**src/rtl/warmboot_sequencer.sv**
```systemverilog
// Warmboot sequencer: picks one of four images from a debounced button or a
// fabric request and drives SB_WARMBOOT BOOT/S1/S0 with a select-setup window.
// Ports:
//   CLK, RST_N           clock, synchronous active-low reset
//   BTN_N                raw asynchronous push button, active-low
//   REQ_VALID/REQ_IMAGE  fabric warmboot request and image index
//   REQ_READY            request accepted when REQ_VALID & REQ_READY
//   IMG                  currently selected image
//   LED                  status indicator, active-high
//   BOOT/S1/S0           to SB_WARMBOOT
module warmboot_sequencer #(
  parameter int unsigned DEBOUNCE_CYCLES = 65536,
  parameter int unsigned LONG_CYCLES     = 6000000,
  parameter int unsigned BLINK_CYCLES    = 1500000,
  parameter int unsigned BLINKS          = 8,
  parameter int unsigned SETUP_CYCLES    = 16
) (
  input  logic       CLK,
  input  logic       RST_N,
  input  logic       BTN_N,
  input  logic       REQ_VALID,
  input  logic [1:0] REQ_IMAGE,
  output logic       REQ_READY,
  output logic [1:0] IMG,
  output logic       LED,
  output logic       BOOT,
  output logic       S1,
  output logic       S0
);

  localparam int unsigned DW = $clog2(DEBOUNCE_CYCLES + 1);
  localparam int unsigned HW = $clog2(LONG_CYCLES + 1);
  localparam int unsigned BW = $clog2(BLINK_CYCLES + 1);
  localparam int unsigned TW = $clog2(BLINKS + 1);
  localparam int unsigned SW = $clog2(SETUP_CYCLES + 1);

  typedef enum logic [2:0] {
    S_IDLE,
    S_HELD,
    S_COUNTDOWN,
    S_SETUP,
    S_BOOT
  } state_t;

  // Button path: synchronizer, debounce and edge pulses.
  logic          sync1_q, sync2_q;
  logic          deb_q, deb_d;
  logic [DW-1:0] dcnt_q, dcnt_d;
  logic          press_q, press_d;
  logic          release_q, release_d;

  // Sequencer registers.
  state_t        state_q, state_d;
  logic [1:0]    img_q, img_d;
  logic          led_q, led_d;
  logic          boot_q, boot_d;
  logic          s1_q, s1_d;
  logic          s0_q, s0_d;
  logic [HW-1:0] hold_q, hold_d;
  logic [BW-1:0] blink_q, blink_d;
  logic [TW-1:0] tog_q, tog_d;
  logic [SW-1:0] setup_q, setup_d;

  // Debounced level flips on the Nth consecutive disagreeing sample.
  always_comb begin
    deb_d     = deb_q;
    dcnt_d    = '0;
    press_d   = 1'b0;
    release_d = 1'b0;
    if (sync2_q != deb_q) begin
      if (dcnt_q == DW'(DEBOUNCE_CYCLES - 1)) begin
        deb_d     = ~deb_q;
        press_d   = deb_q;
        release_d = ~deb_q;
      end else begin
        dcnt_d = dcnt_q + DW'(1);
      end
    end
  end

  always_ff @(posedge CLK) begin
    if (!RST_N) begin
      sync1_q   <= 1'b1;
      sync2_q   <= 1'b1;
      deb_q     <= 1'b1;
      dcnt_q    <= '0;
      press_q   <= 1'b0;
      release_q <= 1'b0;
    end else begin
      sync1_q   <= BTN_N;
      sync2_q   <= sync1_q;
      deb_q     <= deb_d;
      dcnt_q    <= dcnt_d;
      press_q   <= press_d;
      release_q <= release_d;
    end
  end

  // Only idle with the button released can take a request, so a button
  // gesture and a fabric request never race.
  assign REQ_READY = (state_q == S_IDLE) && deb_q;

  // Next-state and registered-output logic.
  always_comb begin
    state_d = state_q;
    img_d   = img_q;
    led_d   = led_q;
    boot_d  = boot_q;
    hold_d  = hold_q;
    blink_d = blink_q;
    tog_d   = tog_q;
    setup_d = setup_q;
    unique case (state_q)
      S_IDLE: begin
        led_d = 1'b0;
        if (REQ_VALID && REQ_READY) begin
          img_d   = REQ_IMAGE;
          setup_d = '0;
          led_d   = 1'b1;
          state_d = S_SETUP;
        end else if (press_q) begin
          hold_d  = '0;
          state_d = S_HELD;
        end
      end
      S_HELD: begin
        if (release_q) begin
          img_d   = img_q + 2'd1;
          state_d = S_IDLE;
        end else if (hold_q == HW'(LONG_CYCLES - 1)) begin
          led_d   = 1'b1;
          blink_d = '0;
          tog_d   = '0;
          state_d = S_COUNTDOWN;
        end else begin
          hold_d = hold_q + HW'(1);
        end
      end
      S_COUNTDOWN: begin
        // Abort has priority even over the final toggle.
        if (press_q) begin
          led_d   = 1'b0;
          state_d = S_IDLE;
        end else if (blink_q == BW'(BLINK_CYCLES - 1)) begin
          blink_d = '0;
          led_d   = ~led_q;
          if (tog_q == TW'(BLINKS - 1)) begin
            led_d   = 1'b1;
            setup_d = '0;
            state_d = S_SETUP;
          end else begin
            tog_d = tog_q + TW'(1);
          end
        end else begin
          blink_d = blink_q + BW'(1);
        end
      end
      S_SETUP: begin
        led_d = 1'b1;
        if (setup_q == SW'(SETUP_CYCLES - 1)) begin
          boot_d  = 1'b1;
          state_d = S_BOOT;
        end else begin
          setup_d = setup_q + SW'(1);
        end
      end
      S_BOOT: begin
        boot_d = 1'b1;
      end
      default: begin
        state_d = S_IDLE;
      end
    endcase
    // Selects track the image; the image is frozen outside IDLE/HELD.
    s1_d = img_d[1];
    s0_d = img_d[0];
  end

  always_ff @(posedge CLK) begin
    if (!RST_N) begin
      state_q <= S_IDLE;
      img_q   <= '0;
      led_q   <= 1'b0;
      boot_q  <= 1'b0;
      s1_q    <= 1'b0;
      s0_q    <= 1'b0;
      hold_q  <= '0;
      blink_q <= '0;
      tog_q   <= '0;
      setup_q <= '0;
    end else begin
      state_q <= state_d;
      img_q   <= img_d;
      led_q   <= led_d;
      boot_q  <= boot_d;
      s1_q    <= s1_d;
      s0_q    <= s0_d;
      hold_q  <= hold_d;
      blink_q <= blink_d;
      tog_q   <= tog_d;
      setup_q <= setup_d;
    end
  end

  assign IMG  = img_q;
  assign LED  = led_q;
  assign BOOT = boot_q;
  assign S1   = s1_q;
  assign S0   = s0_q;

endmodule

```
**config.mk**
```make
export PLATFORM = sky130hd
export DESIGN_NAME = warmboot_sequencer
export DESIGN_NICKNAME = d
export VERILOG_FILES = /design/src/rtl/warmboot_sequencer.sv
export SDC_FILE = /design/constraint.sdc
export NUM_CORES = 1
export LEC_CHECK = 0
export BUFFER_PORTS_ARGS = -buffer_cell sky130_fd_sc_hd__clkbuf_2
export CAP_MARGIN = 20
export CORE_ASPECT_RATIO = 1.2
export CORE_MARGIN = 4
export CORE_UTILIZATION = 55
export CTS_CLUSTER_DIAMETER = 100
export DETAILED_ROUTE_END_ITERATION = 6
export GPL_TIMING_DRIVEN = 0
export PLACE_DENSITY_LB_ADDON = 0.2
export SLEW_MARGIN = 30
export SYNTH_ARGS = -nofsm -noshare
export SYNTH_HDL_FRONTEND = slang
export SYNTH_SLANG_ARGS = --single-unit
```
**constraint.sdc**
```tcl
create_clock -name CLK -period 5.87 [get_ports CLK]
set_input_delay 0.2935 -clock CLK [delete_from_list [all_inputs] [get_ports CLK]]
set_output_delay 0.2935 -clock CLK [all_outputs]
set_load 0.005 [all_outputs]
```
==> impl_metrics.py, run 1 <==
metrics = {
    "cts": {
        "clk_pin_slew_worst_paths_ns": 0.09,
        "cts-root-buf": "clkbuf_8",
        "cts_tree": "built",
        "numCtsBuffers": 9,
        "htreeDepth": 3,
        "cts.sinks": 82,
        "postCtsHoldBufs": 0,
        "post-cts-setup-buffers": 0,
        "cts_resized": 0,
        "insertion_delay_ns": 0.36,
        "cts_max_path_buffers": 2,
    },
    "sta": {
        "max_freq_ghz": 0.355,
        "period_needed_ns": 2.81,
        "layout_setup_ws_ns": 3.06,
        "report.final.slew_viol_count": 0,
        "setup-violations-final": 0,
        "finalHoldViolations": 0,
        "worst_pin_slew_ns": 0.725,
        "holdWs_ns": 0.114,
        "relSlewSlack": 0.512,
        "tns_ns": 0,
        "rsz0062_at_grt": "no",
        "finalCritPeriodShare": 0.479,
        "skew_ns": 0.0117,
    },
    "detailed_routing": {
        "first_pass_iters": 5,
        "viasPerCell": 5.86,
        "vias": 3637,
        "routed_wl_mm": 9.01,
        "route.detailed.drc": 0,
        "wl_per_cell_um": 14.5,
        "ant_nets": 0,
        "first_iter_violations": 145,
    },
    "worst_setup_path": {
        "critPathKind": "reg2reg",
        "worstPathRequired_ns": 6.10,
        "cp.arrival_ns": 3.04,
        "cp_top_family": "simple AND/OR/NAND/NOR gates",
        "crit_buf_inv": 2,
        "path_cells": "ha_1, nand3_1, nor4_1, and3_1, ha_1, or3_1, clkbuf_1, clkbuf_1, nor2_1",
        "crit_path_start": "dcnt_q[0]",
        "cpPeakStageDelay_ns": 0.58,
        "crit_slowest_cell": "nor4_1",
        "cp-end-kind": "register",
        "reg2reg_from": "dcnt_q[0]",
        "critPathMaxFanout": 10,
        "cp-start-kind": "register",
    },
    "global_routing": {
        "track_usage": 0.212,
        "grt-ovfl-total": 0,
        "grt_antenna_before_repair": 0,
        "grt_start_max_net_pins": 16,
        "grt_pass1_wl_mm": 15.2,
        "grt_pass1_vias": 3391,
    },
    "placed_design": {
        "globalplace.congestion": 0.909,
        "dp_slack_ns": 3.07,
        "port_buffers": 12,
        "dp_hpwl_mm": 6.51,
    },
    "cells_and_area": {
        "nFillCells": 655,
        "final_util": 0.615,
        "final_cell_mix": "82 x dfxtp_1, 69 x nor2_1, 51 x nand2_1",
        "fin_nets": 539,
        "final_common_cell": "dfxtp_1",
        "syn2layout_area_growth_pct": 9.10,
        "multi_input_area_um2": 2310,
        "antenna_cells": 0,
        "regArea_um2": 1640,
        "final_layout_size_suffix_gt1_frac": 0.0866,
    },
    "synthesis": {
        "synth_area_per_cell_um2": 8.15,
        "syn_area_um2": 4100,
        "ys_async_sr_fraction": 0,
        "yosysWarnings": 0,
        "yosys_most_used_dff": "dfxtp_1",
        "synth_edf_count": 0,
        "ys_seq_area_frac": 0.400,
        "ys_types": 54,
        "synth_seq_cells": 82,
        "synthCells": 503,
        "synth_fp_nets": 516,
    },
    "floorplan": {
        "ioPinCount": 13,
        "start_util": 0.563,
        "die_w_um": 86.8,
        "dieArea_um2": 8900,
        "row_count": 34,
        "die_height_um": 103,
        "core_area_um2": 7270,
    },
    "power": {
        "sw_frac_of_total": 0.315,
        "internal_power_mw": 0.870,
        "ir_worst_vdd_mv": 0.143,
        "p_leak_nw": 1.58,
        "seq_power_share": 0.473,
        "switchingPower_mw": 0.399,
        "clkPwrFrac": 0.332,
        "power.density_nw_per_um2": 284,
        "power.total_mw": 1.27,
        "combPwrFrac": 0.195,
    },
    "hold_path": {
        "hp-class": "in2reg",
        "min_from": "BTN_N",
    },
    "status": {
        "outcome": "finished, final reports clean",
    },
    "job": {
        "drv_cap": 0,
    },
}
-- through the flow --
stage | instances | cell area (µm²)
floorplan | 503 | 4100
detailed placement | 605 | 4270
global placement | 605 | 4270
finish | 621 | 4470
global route | 621 | 4470
CTS | 621 | 4470
-- metal layers --
metal	routed length, µm	global-route usage	part of all wire
met5	0	0	0
met3	281	0.0312	0.031
met2	4440	0.366	0.49
met4	227	0.114	0.025
met1	4060	0.252	0.45
-- final timing paths --
kind,endpoint,slack [ns],cells after the start
setup / recovery,dcnt_q[2],3.06,9
hold reg to reg,sync2_q,0.42,1
setup reg to reg,dcnt_q[2],3.06,9
hold / removal,sync1_q,0.11,2
-- cell type report --
class                           count  area share
Clock buffer                        9      0.0277
Tap cell                           90      0.0252
Multi-Input combinational cell    387       0.517
Inverter                           12      0.0101
Clock inverter                      7      0.0171
Timing Repair Buffer               12      0.0134
Sequential cell                    82       0.367
Buffer                             22      0.0221
-- flip-flops by register name, indices dropped and copies added (netlist names), named ones only --
register / cells
hold_q: 23
blink_q: 21
dcnt_q: 17
setup_q: 5
tog_q: 4
state_q: 3
BOOT: 1
LED: 1
deb_q: 1
press_q: 1
release_q: 1
sync1_q: 1
sync2_q: 1
-- cell families (layout without fill, tap and decap cells) --
kind of cell,count (synthesis),after routing,share of synthesized area
multiplexers,5,5,0.0122
flip-flops,82,82,0.400
AND/OR/NAND/NOR,248,248,0.314
buffers and inverters,34,62,0.0351
XOR/XNOR,37,37,0.0791
adder cells (fa/ha/maj),7,7,0.0214
AO/OA/AOI/OAI,90,90,0.137
-- synth_stat cells, types with 2 or more instances --
library cell	instances	area share
a211oi_1	2	0.0037
a21o_1	2	0.0037
a21oi_1	29	0.035
a31oi_1	7	0.011
a41oi_1	2	0.0043
and2_1	5	0.0076
and3_1	13	0.020
and4_1	5	0.011
buf_2	4	0.0049
buf_4	3	0.0055
clkbuf_1	15	0.014
dfxtp_1	82	0.40
ha_1	7	0.021
inv_1	12	0.011
mux2i_1	5	0.012
nand2_1	51	0.047
nand2b_1	4	0.0061
nand3_1	28	0.034
nand3b_1	4	0.0073
nand4_1	14	0.021
nand4b_1	3	0.0064
nor2_1	69	0.063
nor2b_1	4	0.0061
nor3_1	11	0.013
nor3b_1	5	0.0092
nor4_1	7	0.011
nor4b_1	3	0.0064
o2111ai_1	2	0.0043
o211ai_1	3	0.0055
o21a_1	2	0.0037
o21ai_0	25	0.031
o221a_2	2	0.0055
o221ai_1	2	0.0043
o31ai_1	4	0.0073
or2_2	3	0.0046
or3_1	8	0.012
or4_1	3	0.0055
or4_4	2	0.0055
xnor2_1	7	0.015
xor2_1	30	0.064
-- worst register-to-register path, delay by kind of cell, from the launching register on --
kind / cells / cell delay (ns)
adder cells (fa/ha/maj): 2 / 0.40
AND/OR/NAND/NOR: 5 / 1.24
buffers and inverters: 2 / 0.68
flip-flops: 1 / 0.37
-- power by group through the flow --
| stage | clock [mW] | sequential [mW] | combinational (mW) |
|---|---|---|---|
| floorplan | 0 | 0.607 | 0.180 |
| global placement | 0 | 0.611 | 0.242 |
| detailed placement | 0 | 0.613 | 0.245 |
| CTS | 0.430 | 0.600 | 0.246 |
| global route | 0.449 | 0.604 | 0.279 |
| finish | 0.421 | 0.600 | 0.248 |
Power figures use the tool's default switching activity.
==> inputs of run 2 (changes only) <==
--- a/config.mk
+++ b/config.mk
@@ -5,6 +5,7 @@
 export SDC_FILE = /design/constraint.sdc
 export NUM_CORES = 1
 export LEC_CHECK = 0
+export ABC_AREA = 1
 export BUFFER_PORTS_ARGS = -buffer_cell sky130_fd_sc_hd__clkbuf_2
 export CAP_MARGIN = 20
 export CORE_ASPECT_RATIO = 1.2
==> constraint.sdc (replaced) <==
create_clock -name CLK -period 2.54 [get_ports CLK]
set_input_delay 0.127 -clock CLK [delete_from_list [all_inputs] [get_ports CLK]]
set_output_delay 0.127 -clock CLK [all_outputs]
set_load 0.005 [all_outputs]
==> run 2 against run 1 <==
  * Routed wire length up 25%
  * Setup slack got worse by 2.8 ns
  * Sequential power is 140% higher
  * Critical path depth rose by 6
  * Count of clock-buffer cells in the layout is the same
  * Sequential cell count stayed put
  * Critical path type unchanged
==> impl_metrics.py, run 2 <==
metrics = {
    "synthesis": {
        "synth_top_cells_by_count": "188 x nand2_1, 120 x nor2_1, 92 x inv_1",
        "synth_fp_nets": 758,
        "yosysMostFrequentCell": "nand2_1",
        "synth_edf_count": 0,
        "syn_area_um2": 4770,
        "yosysTopAreaCell": "dfxtp_1",
        "yosysWarnings": 0,
        "yosys_most_used_dff": "dfxtp_1",
        "ys_async_sr_fraction": 0,
        "ys_seq_area_frac": 0.344,
        "synth_seq_cells": 82,
        "synth_area_per_cell_um2": 6.40,
        "ys_top_cells_by_area": "dfxtp_1 34%, nand2_1 15%, nor2_1 9.4%",
        "synthCells": 745,
        "yosysTopAreaCellShare": 0.344,
        "ys_types": 39,
    },
    "cells_and_area": {
        "final_cell_mix": "188 x nand2_1, 118 x nor2_1, 92 x inv_1",
        "final_common_cell": "nand2_1",
        "multi_input_area_um2": 2630,
        "final_layout_size_suffix_gt1_frac": 0.0994,
        "syn2layout_area_growth_pct": 8.65,
        "final_util": 0.625,
        "regMostFlops": "hold_q",
        "largest_reg_flops": 23,
        "antenna_cells": 0,
        "reg_top3": "hold_q: 23 flops, blink_q: 21 flops, dcnt_q: 17 flops",
        "regArea_um2": 1640,
        "nFillCells": 818,
        "fin_nets": 783,
    },
    "sta": {
        "finalCritPeriodShare": 0.903,
        "rsz0062_at_grt": "yes",
        "relSlewSlack": 0.595,
        "finalHoldViolations": 0,
        "period_needed_ns": 2.29,
        "layout_setup_ws_ns": 0.247,
        "skew_ns": 0.0130,
        "setup-violations-final": 0,
        "worst_pin_slew_ns": 0.607,
        "max_freq_ghz": 0.436,
        "report.final.slew_viol_count": 0,
        "holdWs_ns": 0.0700,
    },
    "global_routing": {
        "grt_pass1_wl_mm": 19.2,
        "grt_start_max_net_pins": 17,
        "grt_antenna_before_repair": 0,
        "grt-ovfl-total": 0,
        "grt_pass1_vias": 4414,
        "track_usage": 0.233,
    },
    "floorplan": {
        "dieArea_um2": 10200,
        "die_w_um": 93.0,
        "row_count": 36,
        "core_area_um2": 8290,
        "die_height_um": 110,
        "start_util": 0.576,
        "ioPinCount": 13,
    },
    "detailed_routing": {
        "highest_layer": "met4",
        "wl_met3_um": 434,
        "wl_per_cell_um": 12.7,
        "route.detailed.drc": 0,
        "wl_met2_mm": 5.73,
        "wl_met1_mm": 4.71,
        "vias": 4734,
        "first_pass_iters": 5,
        "viasPerCell": 5.33,
        "routed_wl_mm": 11.3,
        "first_iter_violations": 219,
        "ant_nets": 0,
    },
    "placed_design": {
        "globalplace.congestion": 0.953,
        "dp_slack_ns": -0.197,
        "port_buffers": 12,
        "dp_hpwl_mm": 8.43,
    },
    "worst_setup_path": {
        "critPathKind": "reg2reg",
        "critPathMaxFanout": 9,
        "cp-end-kind": "register",
        "worstPathRequired_ns": 2.81,
        "cp.arrival_ns": 2.56,
        "cp-start-kind": "register",
    },
    "cts": {
        "cts_max_path_buffers": 2,
        "cts-root-buf": "clkbuf_8",
        "numCtsBuffers": 9,
        "clk_pin_slew_worst_paths_ns": 0.10,
        "cts.sinks": 82,
        "cts_tree": "built",
        "htreeDepth": 3,
        "insertion_delay_ns": 0.36,
    },
    "hold_path": {
        "hp-class": "in2reg",
    },
    "job": {
        "drv_cap": 0,
    },
    "power": {
        "p_leak_nw": 1.99,
        "ir_worst_vdd_mv": 0.381,
        "power.density_nw_per_um2": 663,
    },
    "status": {
        "outcome": "finished, final reports clean",
    },
}
run 2: cell types whose count changed in the layout (fill, tap and decap cells not counted), moves of 7 or more:
cell | previous run | this run
nor2_1 | 69 | 118
and3_1 | 13 | 1
nand2_1 | 51 | 188
xor2_1 | 30 | 14
a21oi_1 | 29 | 49
nor4_1 | 7 | 0
inv_1 | 12 | 92
or3_1 | 8 | 0
inv_2 | 0 | 7
clkbuf_1 | 15 | 3
nor3_1 | 11 | 20
nand3_1 | 28 | 54
nor2_2 | 0 | 7
run 2: repair_timing:
item	in CTS	in global routing
hold endpoints to repair	1	0
hold buffers	1	0
buffers inserted	1	0
endpoints found under the setup margin	8	17
gates resized for setup	0	3
pin swaps	1	0
run 2: cell families after synthesis:
kind of cell,count (synthesis),share of synthesized area
DFF,82,0.344
buffers and inverters,117,0.107
AOI/OAI and AO/OA,96,0.113
xor gates and xnor gates,15,0.0275
adders and majority gates,7,0.0184
and+or+nand+nor,428,0.390
run 2: path summary, 6_finish.rpt:
path | cells past startpoint | slack, ns | endpoint | start
worst max-delay path | 15 | 0.25 | dcnt_q[7] | dcnt_q[0]
worst max register to register | 15 | 0.25 | dcnt_q[7] | dcnt_q[0]
worst min-delay path | 3 | 0.07 | register | REQ_IMAGE[0]
worst min register to register | 1 | 0.42 | sync2_q | sync1_q
run 2: final cells by class:
type,count,area share
plain buffers,16,0.0246
clock buffers,9,0.0239
clock inverters,7,0.0118
inverters,101,0.0736
multi-input cells,546,0.507
flip-flops and latches,82,0.317
well taps,114,0.0275
repair buffers,14,0.0150
run 2: stage by stage:
step	cell area, µm²	cells	TNS (ns)	total power [mW]
floorplan	4770	745	0	2.25
global placement	4970	871	-0.934	2.53
detailed placement	4970	871	-1.38	2.55
CTS	5180	889	0	3.46
global route	5180	889	-0.0474	3.64
finish	5180	889	0	3.44
run 2: power by group:
group	internal [mW]	total, mW	switching (mW)
combinational	0.364	1.11	0.750
sequential	1.35	1.42	0.0720
clock	0.372	0.903	0.531
run 2: critical path: stages, from the launching register on:
cell     delay (ns)
dfxtp_1        0.37
ha_1           0.18
nand2_1        0.05
inv_1          0.07
nand2_1        0.08
nor2_2         0.15
nand4_1        0.17
nor2_2         0.16
nand4_1        0.12
nor2_1         0.14
ha_2           0.23
inv_1          0.05
nand4_1        0.09
buf_4          0.18
a21oi_1        0.05
o21a_1         0.11
run 2: routing by layer:
layer	vias up	GRT usage
met1	2167	0.256
met5	-	0
met4	0	0.109
met2	115	0.434
li1	2419	-
met3	33	0.0394
==> inputs of run 3 (changes only) <==
--- a/config.mk
+++ b/config.mk
@@ -10,7 +10,7 @@
 export CAP_MARGIN = 20
 export CORE_ASPECT_RATIO = 1.2
 export CORE_MARGIN = 4
-export CORE_UTILIZATION = 55
+export CORE_UTILIZATION = 31
 export CTS_CLUSTER_DIAMETER = 100
 export DETAILED_ROUTE_END_ITERATION = 6
 export GPL_TIMING_DRIVEN = 0
==> run 3 against run 2 <==
  * Cell area is 5.3% higher
  * Highest routed layer unchanged
  * Count of clock-buffer cells in the layout stayed put
  * Sequential cell count unchanged
==> impl_metrics.py, run 3 (synthesized netlist as in run 2, its figures left out) <==
metrics = {
    "cells_and_area": {
        "reg_top3": "hold_q: 23 flops, blink_q: 21 flops, dcnt_q: 17 flops",
        "regMostFlops": "hold_q",
        "antenna_cells": 0,
        "final_layout_size_suffix_gt1_frac": 0.108,
        "fin_nets": 787,
        "nFillCells": 1710,
        "syn2layout_area_growth_pct": 14.4,
        "final_cell_mix": "188 x nand2_1, 118 x nor2_1, 91 x inv_1",
        "regArea_um2": 1640,
        "largest_reg_flops": 23,
        "final_cells": 983,
        "finalInstanceArea_um2": 5460,
        "final_common_cell": "nand2_1",
        "multi_input_area_um2": 2630,
    },
    "cts": {
        "htreeDepth": 3,
        "numCtsBuffers": 9,
        "cts-root-buf": "clkbuf_16",
        "clk_pin_slew_worst_paths_ns": 0.07,
        "cts_tree": "built",
        "cts.sinks": 82,
        "insertion_delay_ns": 0.35,
        "cts_max_path_buffers": 2,
    },
    "sta": {
        "skew_ns": 0.0101,
        "finalHoldViolations": 0,
        "worst_pin_slew_ns": 0.579,
        "relSlewSlack": 0.614,
        "max_freq_ghz": 0.433,
        "setup-violations-final": 0,
        "period_needed_ns": 2.31,
        "finalCritPeriodShare": 0.910,
        "rsz0062_at_grt": "yes",
        "report.final.slew_viol_count": 0,
    },
    "worst_setup_path": {
        "reg2reg_from": "dcnt_q[0]",
        "reg2reg_to": "dcnt_q[7]",
        "critPathMaxFanout": 5,
        "crit_path_start": "dcnt_q[0]",
        "cp.arrival_ns": 2.56,
        "worst-r2r-setup-slack_ns": 0.23,
        "worstPathRequired_ns": 2.79,
        "cp-end-kind": "register",
        "r2r_cells": 15,
        "critPathKind": "reg2reg",
        "cp-start-kind": "register",
    },
    "power": {
        "p_leak_nw": 2.07,
        "ir_worst_vdd_mv": 0.335,
        "power.total_mw": 3.94,
        "power.density_nw_per_um2": 723,
    },
    "global_routing": {
        "track_usage": 0.146,
        "grt_antenna_before_repair": 0,
        "grt_start_max_net_pins": 17,
        "grt-ovfl-total": 0,
        "grt_pass1_vias": 4256,
        "grt_pass1_wl_mm": 20.3,
    },
    "detailed_routing": {
        "routed_wl_mm": 11.9,
        "first_iter_violations": 202,
        "first_pass_iters": 4,
        "vias": 4529,
        "route.detailed.drc": 0,
        "wl_per_cell_um": 12.1,
        "ant_nets": 0,
        "viasPerCell": 4.61,
    },
    "floorplan": {
        "ioPinCount": 13,
        "row_count": 49,
        "die_w_um": 121,
        "die_height_um": 144,
        "dieArea_um2": 17400,
        "core_area_um2": 15000,
        "start_util": 0.318,
    },
    "placed_design": {
        "globalplace.congestion": 0.870,
        "place_area_um2": 5090,
        "dp_hpwl_mm": 8.97,
        "post-place-cells": 961,
        "port_buffers": 12,
    },
    "hold_path": {
        "min_from": "RST_N",
        "min_path_cells": 3,
        "hp-class": "in2reg",
        "worstHoldEndpoint": "hold_q[22]",
    },
    "job": {
        "drv_cap": 0,
    },
    "status": {
        "outcome": "finished, final reports clean",
    },
}
-- run 3: timing repair --
action                                  4_1_cts  5_1_grt
buffers inserted                              1        3
pin swaps                                     1        3
endpoints found under the hold margin         1        0
cloned                                        0        1
endpoints found under the setup margin        9       17
hold buffers                                  1        0
gates resized for setup                       0        8
-- run 3: routing by layer --
metal,GRT usage,routed length (µm)
met2,0.246,5680
met4,0.0501,233
met1,0.186,5540
met5,0,0
met3,0.0303,451
-- run 3: how the worst max path moves through the flow --
stage | end | cells past startpoint
final | dcnt_q[7] | 15
after global routing | dcnt_q[10] | 15
after CTS | dcnt_q[7] | 15
after detailed placement | dcnt_q[9] | 15
after global placement | dcnt_q[15] | 15
after floorplan | dcnt_q[12] | 15
-- run 3: stage by stage --
| stage | setup slack [ns] | setup TNS, ns | hold WS [ns] | utilization |
|---|---|---|---|---|
| 3_3_place_gp | -0.240 | -1.82 | 0.319 | 0.339 |
| 5_1_grt | -0.0133 | -0.0133 | 0.124 | 0.363 |
| 2_1_floorplan | 0.323 | 0 | 0.234 | - |
| 4_1_cts | 0.0815 | 0 | 0.0913 | 0.360 |
| 3_5_place_dp | -0.231 | -1.73 | 0.316 | 0.339 |
| 6_report | 0.228 | 0 | 0.0865 | 0.363 |
-- run 3: layout make-up --
type	instances	share of cell area
Clock buffer	9	0.0413
Multi-Input combinational cell	546	0.482
Timing Repair Buffer	18	0.0199
Buffer	16	0.0234
Clock inverter	7	0.0149
Inverter	101	0.0699
Tap cell	204	0.0468
Sequential cell	82	0.301
-- run 3: worst max-delay path, cell delays in order (launching register included) --
cell and delay [ns]:
dfxtp_2 0.34, ha_1 0.16, nand2_1 0.05, inv_1 0.06
nand2_1 0.09, nor2_4 0.12, nand4_1 0.18, nor2_2 0.19
nand4_1 0.12, nor2_1 0.14, ha_2 0.23, inv_1 0.05
nand4_1 0.16, buf_6 0.16, a21oi_1 0.04, o21a_1 0.11
-- run 3: power breakdown --
part / internal [mW] / switching [mW]
Sequential: 1.35 / 0.0712
Combinational: 0.365 / 0.767
Clock: 0.782 / 0.609
